--- config.mk ---
export PLATFORM = sky130hd
export DESIGN_NAME = ext_irq_source
export DESIGN_NICKNAME = d
export VERILOG_FILES = /design/src/rtl/ext_irq_source_pkg.sv /design/src/rtl/ext_irq_source_period_counter.sv /design/src/rtl/ext_irq_source.sv
export SDC_FILE = /design/constraint.sdc
export NUM_CORES = 1
export LEC_CHECK = 0
export BUFFER_PORTS_ARGS = -buffer_cell sky130_fd_sc_hd__buf_4
export CORE_UTILIZATION = 50
export DETAILED_ROUTE_END_ITERATION = 8
export MAX_ROUTING_LAYER = met4
export PLACE_DENSITY = 0.79
export SYNTH_ARGS = -nofsm -noshare
export SYNTH_HDL_FRONTEND = slang
export SYNTH_SLANG_ARGS = --single-unit
--- constraint.sdc ---
create_clock -name gclk -period 2.9 [get_ports gclk]
set_input_delay 0.145 -clock gclk [delete_from_list [all_inputs] [get_ports gclk]]
set_output_delay 0.145 -clock gclk [all_outputs]
set_load 0.005 [all_outputs]
--- src/rtl/ext_irq_source_pkg.sv ---
// Shared definitions for the memory-mapped external interrupt source:
// default addresses, config word offsets, CTRL bit positions and FSM encodings.
package ext_irq_source_pkg;

    localparam logic [31:0] ACK_ADDR_DEF = 32'h0000_7F20;
    localparam logic [31:0] CFG_BASE_DEF = 32'h0000_7F30;

    localparam logic [31:0] OFF_CTRL   = 32'h0;
    localparam logic [31:0] OFF_PERIOD = 32'h4;
    localparam logic [31:0] OFF_COUNT  = 32'h8;
    localparam logic [31:0] OFF_STAT   = 32'hC;

    localparam int CTRL_EN   = 0;
    localparam int CTRL_MODE = 1;
    localparam int CTRL_FIRE = 2;

    typedef enum logic [1:0] {
        ST_IDLE = 2'd0,
        ST_CNT  = 2'd1,
        ST_PEND = 2'd2
    } state_t;

endpackage

--- src/rtl/ext_irq_source_period_counter.sv ---
// Period counter: loads PERIOD, counts down while running and pulses expire
// in the cycle COUNT==1; on expiry it reloads (periodic) or parks at 0.
module ext_irq_source_period_counter (
    input  logic        gclk,
    input  logic        grst_n,
    input  logic        clear,
    input  logic        load,
    input  logic        run,
    input  logic        reload,
    input  logic [31:0] period,
    output logic [31:0] count,
    output logic        expire
);

    assign expire = run && (count == 32'd1);

    always_ff @(posedge gclk) begin
        if (!grst_n || clear) begin
            count <= '0;
        end else if (load) begin
            count <= period;
        end else if (expire) begin
            count <= reload ? period : 32'd0;
        end else if (run && (count != '0)) begin
            count <= count - 32'd1;
        end
    end

endmodule

--- src/rtl/ext_irq_source.sv ---
// External interrupt source: raises irq after a programmable countdown and
// holds it until the CPU stores to the ack address.
module ext_irq_source
    import ext_irq_source_pkg::*;
#(
    parameter logic [31:0] ACK_ADDR = ACK_ADDR_DEF,
    parameter logic [31:0] CFG_BASE = CFG_BASE_DEF,
    parameter int          MISS_W   = 8
) (
    input  logic        gclk,
    input  logic        grst_n,
    input  logic [31:0] addr,
    input  logic        we,
    input  logic [3:0]  byteen,
    input  logic [31:0] wdata,
    output logic [31:0] rdata,
    output logic        irq
);

    state_t            state;
    logic              en, mode;
    logic [31:0]       period, count;
    logic [MISS_W-1:0] miss;
    logic              cfg_wr, ctrl_wr, period_wr, ack;
    logic              en_next, fire, stop, load, run, expire;

    assign cfg_wr    = we && (byteen == 4'hF);
    assign ctrl_wr   = cfg_wr && (addr == CFG_BASE + OFF_CTRL);
    assign period_wr = cfg_wr && (addr == CFG_BASE + OFF_PERIOD);
    assign ack       = we && (byteen != 4'h0) && (addr == ACK_ADDR);

    // Loading on the CTRL write edge itself makes irq land PERIOD edges later.
    assign en_next = ctrl_wr ? wdata[CTRL_EN] : en;
    assign fire    = ctrl_wr && wdata[CTRL_EN] && wdata[CTRL_FIRE];
    assign stop    = ctrl_wr && !wdata[CTRL_EN];
    assign run     = (state != ST_IDLE);
    assign load    = (state == ST_IDLE) && en_next && (period != '0);

    ext_irq_source_period_counter u_cnt (
        .gclk   (gclk),
        .grst_n (grst_n),
        .clear  (stop),
        .load   (load),
        .run    (run),
        .reload (mode),
        .period (period),
        .count  (count),
        .expire (expire)
    );

    always_ff @(posedge gclk) begin
        if (!grst_n) begin
            state  <= ST_IDLE;
            irq    <= 1'b0;
            en     <= 1'b0;
            mode   <= 1'b0;
            period <= '0;
            miss   <= '0;
        end else begin
            if (period_wr) period <= wdata;
            if (ctrl_wr) begin
                en   <= wdata[CTRL_EN];
                mode <= wdata[CTRL_MODE];
                if (wdata[CTRL_EN] && !en) miss <= '0;
            end
            if (stop) begin
                state <= ST_IDLE;
                irq   <= 1'b0;
            end else begin
                case (state)
                    ST_IDLE: begin
                        if (fire) begin
                            state <= ST_PEND;
                            irq   <= 1'b1;
                        end else if (load) begin
                            state <= ST_CNT;
                        end
                    end
                    ST_CNT: begin
                        if (fire || expire) begin
                            state <= ST_PEND;
                            irq   <= 1'b1;
                        end
                    end
                    ST_PEND: begin
                        // A new event outranks a same-cycle ack and is not a miss then.
                        if (fire || expire) begin
                            if (!ack && (miss != '1)) miss <= miss + 1'b1;
                        end else if (ack) begin
                            irq <= 1'b0;
                            if (mode) begin
                                state <= ST_CNT;
                            end else begin
                                state <= ST_IDLE;
                                en    <= 1'b0;
                            end
                        end
                    end
                    default: begin
                        state <= ST_IDLE;
                        irq   <= 1'b0;
                    end
                endcase
            end
        end
    end

    always_comb begin
        rdata = '0;
        if (addr == CFG_BASE + OFF_CTRL) begin
            rdata[CTRL_EN]   = en;
            rdata[CTRL_MODE] = mode;
        end else if (addr == CFG_BASE + OFF_PERIOD) begin
            rdata = period;
        end else if (addr == CFG_BASE + OFF_COUNT) begin
            rdata = count;
        end else if (addr == CFG_BASE + OFF_STAT) begin
            rdata[8 +: MISS_W] = miss;
            rdata[0]           = irq;
        end
    end

endmodule
Word-level counts from Yosys, hierarchy flattened
Cells that the tools add are included.

Add/subtract/negate cells: 2. Eq/ne operators: 15. Multiplexer cells: 37. Bitwise gates (word level): 1. Reduce and logical (&&, ||, !) cells: 29.

Operator list (count): 32-bit by 15-bit == test with 1-bit output, second input constant (5); 32-bit two-way mux (5); 8-bit two-way mux (8); 32-bit nonzero test (2); 32-bit by 1-bit == test with 1-bit output, second input constant (1); 32-bit by 1-bit subtractor with 32-bit output, second input constant (1); 30-bit two-way mux (1); 16-bit two-way mux (1); 1-bit logical AND (14); 1-bit two-way mux (13); 2-bit two-way mux (6); 8-bit by 1-bit adder with 8-bit output, second input constant (1); 2-bit != test, second input constant (4); 8-bit != test, second input constant (1); 4-bit AND reduction (2); 7-bit two-way mux (1); 2-bit one-hot mux with 3 select lines (1); 4-bit == test, second input constant (1); 1-bit logical NOT (4); 4-bit nonzero test (1); 3-bit != test, second input constant (1); 1-bit one-hot mux with 3 select lines (1); 3-bit nonzero test (1); 2-bit by 1-bit == test with 1-bit output, second input constant (1); other kinds (6) (7).

Flip-flop bits (word level): 77. Output and inout bits: 33.

Logic depth before layout (Yosys ltp)
Depth after elaboration: 9. Depth in mapped cells: 10. Mapped depth without buffers: 9.

Modules after synthesis
Synthesis repeated with hierarchy kept, for this count alone.

Cells, all modules: 615. Area, all modules: 4883.4 um^2.

Modules (own cells, without submodules): ext_irq_source (instances 1, cells each 334, area an instance 2578.7 um^2, sequential area each 900.9 um^2); ext_irq_source_period_counter (instances 1, cells each 281, area an instance 2304.7 um^2, sequential area each 640.6 um^2).

Worst setup path after synthesis
No wires, ideal clock.

Kind: register to register. From: reg u_cnt.count[16]. To: reg miss[7]. Library setup time: 120 ps. Arrival: 2366 ps. Setup slack: 414 ps. Stages on the path, launching flop included: 9. Period minus slack after synthesis: 2486 ps. Cell sequence: dfxtp_1 > clkbuf_1 > nor4_1 > nand3_1 > nor4_1 > a21oi_1 > or3b_1 > and3_1 > o31a_1.

Longest elaborated chain between the ends: 6.

Ends and longest elaborated chain: start: declaration (line ext_irq_source_period_counter.sv:11) `output logic [31:0] count,`; start signal: assignment (line ext_irq_source_period_counter.sv:21) `count <= period;`; start signal: assignment (line ext_irq_source_period_counter.sv:23) `count <= reload ? period : 32'd0;`; start signal: assignment (line ext_irq_source_period_counter.sv:25) `count <= count - 32'd1;`; 32-bit by 1-bit == test with 1-bit output (line ext_irq_source_period_counter.sv:15) `assign expire = run && (count == 32'd1);`; 1-bit logical AND (line ext_irq_source_period_counter.sv:15); 1-bit logical OR (line ext_irq_source.sv:87) `if (fire || expire) begin`; 8-bit two-way mux (line ext_irq_source.sv:87); 8-bit two-way mux (line ext_irq_source.sv:70) `case (state)`; 8-bit two-way mux (line ext_irq_source.sv:66) `if (stop) begin`; end signal: assignment (line ext_irq_source.sv:88) `if (!ack && (miss != '1)) miss <= miss + 1'b1;`; end: declaration (line ext_irq_source.sv:23) `logic [MISS_W-1:0] miss;`.

No other way between the ends. A chain may end at the register's enable or synchronous reset.

Worst setup path after layout
From: reg u_cnt.count[23]. To: reg miss[6].

Same word-level chain as after synthesis.

==> results.py <==
metrics = {
    "critical_path": {
        "cp-endpoint": "miss[6]",
        "crit_fanout": 7,
        "reg2reg_to": "miss[6]",
        "reg2reg_depth": 7,
        "critPathCaptureType": "register",
        "r2r_slack_ns": 0.14,
        "setup.worst_path.class": "register to register",
        "arrival_ns": 3.00,
        "critPathRequiredTime_ns": 3.15,
        "startpoint": "u_cnt.count[23]",
        "cp-start-kind": "register",
        "r2r-start": "u_cnt.count[23]",
    },
    "yosys": {
        "yosys.area.top_type": "dfxtp_1",
        "async_reset_ff_share_pct": 0,
        "synth_cells": 632,
        "muxShareOfSynthArea_pct": 2.06,
        "synth_edf_count": 0,
        "synth_top_area_share_pct": 31.7,
        "synth_top_family_by_area": "simple AND/OR/NAND/NOR gates",
        "yosysWarnings": 0,
        "synth_xor_area_share_pct": 1.44,
        "yosys.area_share.simple_pct": 34.1,
        "ys_types": 57,
        "yosysMostFrequentCell": "nand2_1",
        "ys_seq_area_share_pct": 31.7,
        "synth_compound_area_share_pct": 24.3,
        "ys_seq_elements": 77,
        "synth_area_leaders": "dfxtp_1 32%, nand2_1 7.3%, nor2_1 5.3%, nor4_1 4.1%, a22o_1 4.0%",
        "avgSynthCellArea_um2": 7.69,
        "synth.cells.most_frequent": "94 x nand2_1, 77 x dfxtp_1, 68 x nor2_1",
        "netlist_area_mm2": 0.00486,
        "synth_ff_type": "dfxtp_1",
        "synth_nets": 707,
        "synthAdderAreaFrac_pct": 1.03,
    },
    "sta": {
        "fin_tns_setup_ns": 0,
        "finalClockSkew_ns": 0.0112,
        "finalHoldViolations": 0,
        "max_freq_mhz": 363,
        "slew_viol_final": 0,
        "rsz0062_at_grt": "false",
        "setup_violations": 0,
        "relSlewSlack_pct": 61.9,
        "final_period_minus_worst_setup_slack_ns": 2.76,
        "whs_ns": 0.0449,
        "fin_crit_sh_pct": 95.0,
        "tightest_slew_ns": 0.570,
    },
    "drt": {
        "postRouteAntennaNets": 0,
        "totalWireLength_mm": 15.6,
        "drc": 0,
        "detail_route.wl_per_cell_um": 18.1,
        "drt_iter0_drc": 446,
        "dr.pass1.iters": 5,
        "via_count": 5351,
        "vias_per_cell": 6.21,
    },
    "cells_and_area": {
        "n_antenna_cell": 0,
        "utilization_pct": 64.9,
        "syn2layout_area_growth_pct": 24.6,
        "nFillCells": 841,
        "fin_cells": 861,
        "nNetsFinal": 803,
        "drive_above_1_share_pct": 24.9,
    },
    "clock_network": {
        "cts_root_buf": "clkbuf_8",
        "cts_tree": "done",
        "cts_buffer_depth": 2,
        "htree_num_levels": 3,
        "cts_resized": 0,
        "clk_latency_ns": 0.35,
        "cts.sinks": 77,
        "holdBufCountCts": 0,
        "cts_inserted_buffers": 9,
        "cts.clk_slew.worst_paths_ns": 0.08,
        "cts_setup_buffers": 0,
    },
    "global_route": {
        "gr-total-overflow": 0,
        "track_usage_pct": 32.7,
        "grt_pass1_vias": 5105,
        "antenna_found_initial": 0,
        "grt_first_pass_wirelength_mm": 25.3,
        "grt_max_degree": 42,
    },
    "placement": {
        "portBuffers": 103,
        "dpl.cell_count": 846,
        "gp_congestion": 0.939,
        "dpl.hpwl_mm": 11.2,
    },
    "floorplan": {
        "start_util_pct": 52.1,
        "ios": 104,
        "die_h_um": 101,
        "die_area_mm2": 0.0101,
        "coreArea_mm2": 0.00933,
        "die_x_um": 101,
        "num_rows": 35,
    },
    "run": {
        "maxCapViolCount": 0,
    },
    "pwr": {
        "power_leakage_nw": 2.41,
        "cellPowerDensity_mw_per_mm2": 342,
        "total_power_mw": 2.07,
        "peakVddDrop_mv": 0.196,
    },
    "status": {
        "status": "complete, no violations",
    },
    "hold_path": {
        "hp-start": "wdata[25]",
        "min_path_type": "primary input to register",
    },
}
-- layout by cell type, fill, tap and decap left out, types with 11 or more instances in the layout --
| master | netlist | layout |
|---|---|---|
| a211oi_1 | 11 | 11 |
| nand3_1 | 23 | 23 |
| buf_4 | 0 | 132 |
| a21boi_0 | 25 | 25 |
| a22o_1 | 22 | 22 |
| nor4_1 | 32 | 32 |
| a22oi_1 | 25 | 25 |
| nand4_1 | 11 | 11 |
| nor3_1 | 31 | 31 |
| dfxtp_1 | 77 | 77 |
| a32oi_1 | 14 | 14 |
| nor2_1 | 68 | 68 |
| nand2_1 | 94 | 94 |
-- final cells by class --
class	count	area, µm²	share of cell area (%)
Timing Repair Buffer	135	1050	17.4
Sequential cell	77	1540	25.5
Tap cell	129	161	2.67
Inverter	10	37.5	0.620
Multi-Input combinational cell	495	3060	50.5
Clock inverter	4	73.8	1.22
Clock buffer	11	131	2.17
-- metal layers --
metal | track usage (%) | up-vias | routed length [µm]
met5 | - | - | 0
met4 | 11.3 | 0 | 361
met2 | 51.5 | 234 | 7290
li1 | - | 2538 | -
met3 | 5.62 | 32 | 1150
met1 | 42.5 | 2547 | 6780
-- where the power goes --
part	switching, mW	internal, mW
sequential	0.00206	1.06
clock	0.401	0.482
combinational	0.0526	0.0785
total	0.455	1.62
-- stage by stage --
stage	instance area, µm²	setup slack (ns)
global route	6050	0.0302
global placement	5850	0.220
floorplan	4860	0.414
CTS	6050	0.196
detailed placement	5850	0.120
finish	6050	0.145
-- kinds of logic after synthesis --
kind of cell               Yosys count
DFF                                 77
xor gates and xnor gates             8
and+or+nand+nor                    325
adders and majority gates            4
muxes                                9
AOI/OAI and AO/OA                  149
buffers and inverters               60
-- state kept, by name, indices dropped and copies added, names as in the netlist --
name,cells
irq,1
period,32
en,1
miss,8
state,2
mode,1
u_cnt.count,32
-- worst max-delay path, cell delays in order, from the launching register on --
cell and delay (ns):
dfxtp_1 0.38, nor4_1 0.55, nand3_1 0.29, or4_1 0.62
a211oi_1 0.23, a21oi_1 0.20, o21bai_1 0.21, a21o_1 0.17
-- worst min-delay path by stage --
stage / cells after the start / to
finish: 3 / period[25]
global route: 3 / period[15]
CTS: 3 / period[21]
detailed placement: 3 / period[15]
global placement: 3 / period[15]
floorplan: 2 / period[15]
(Power assumes the default switching activity.)
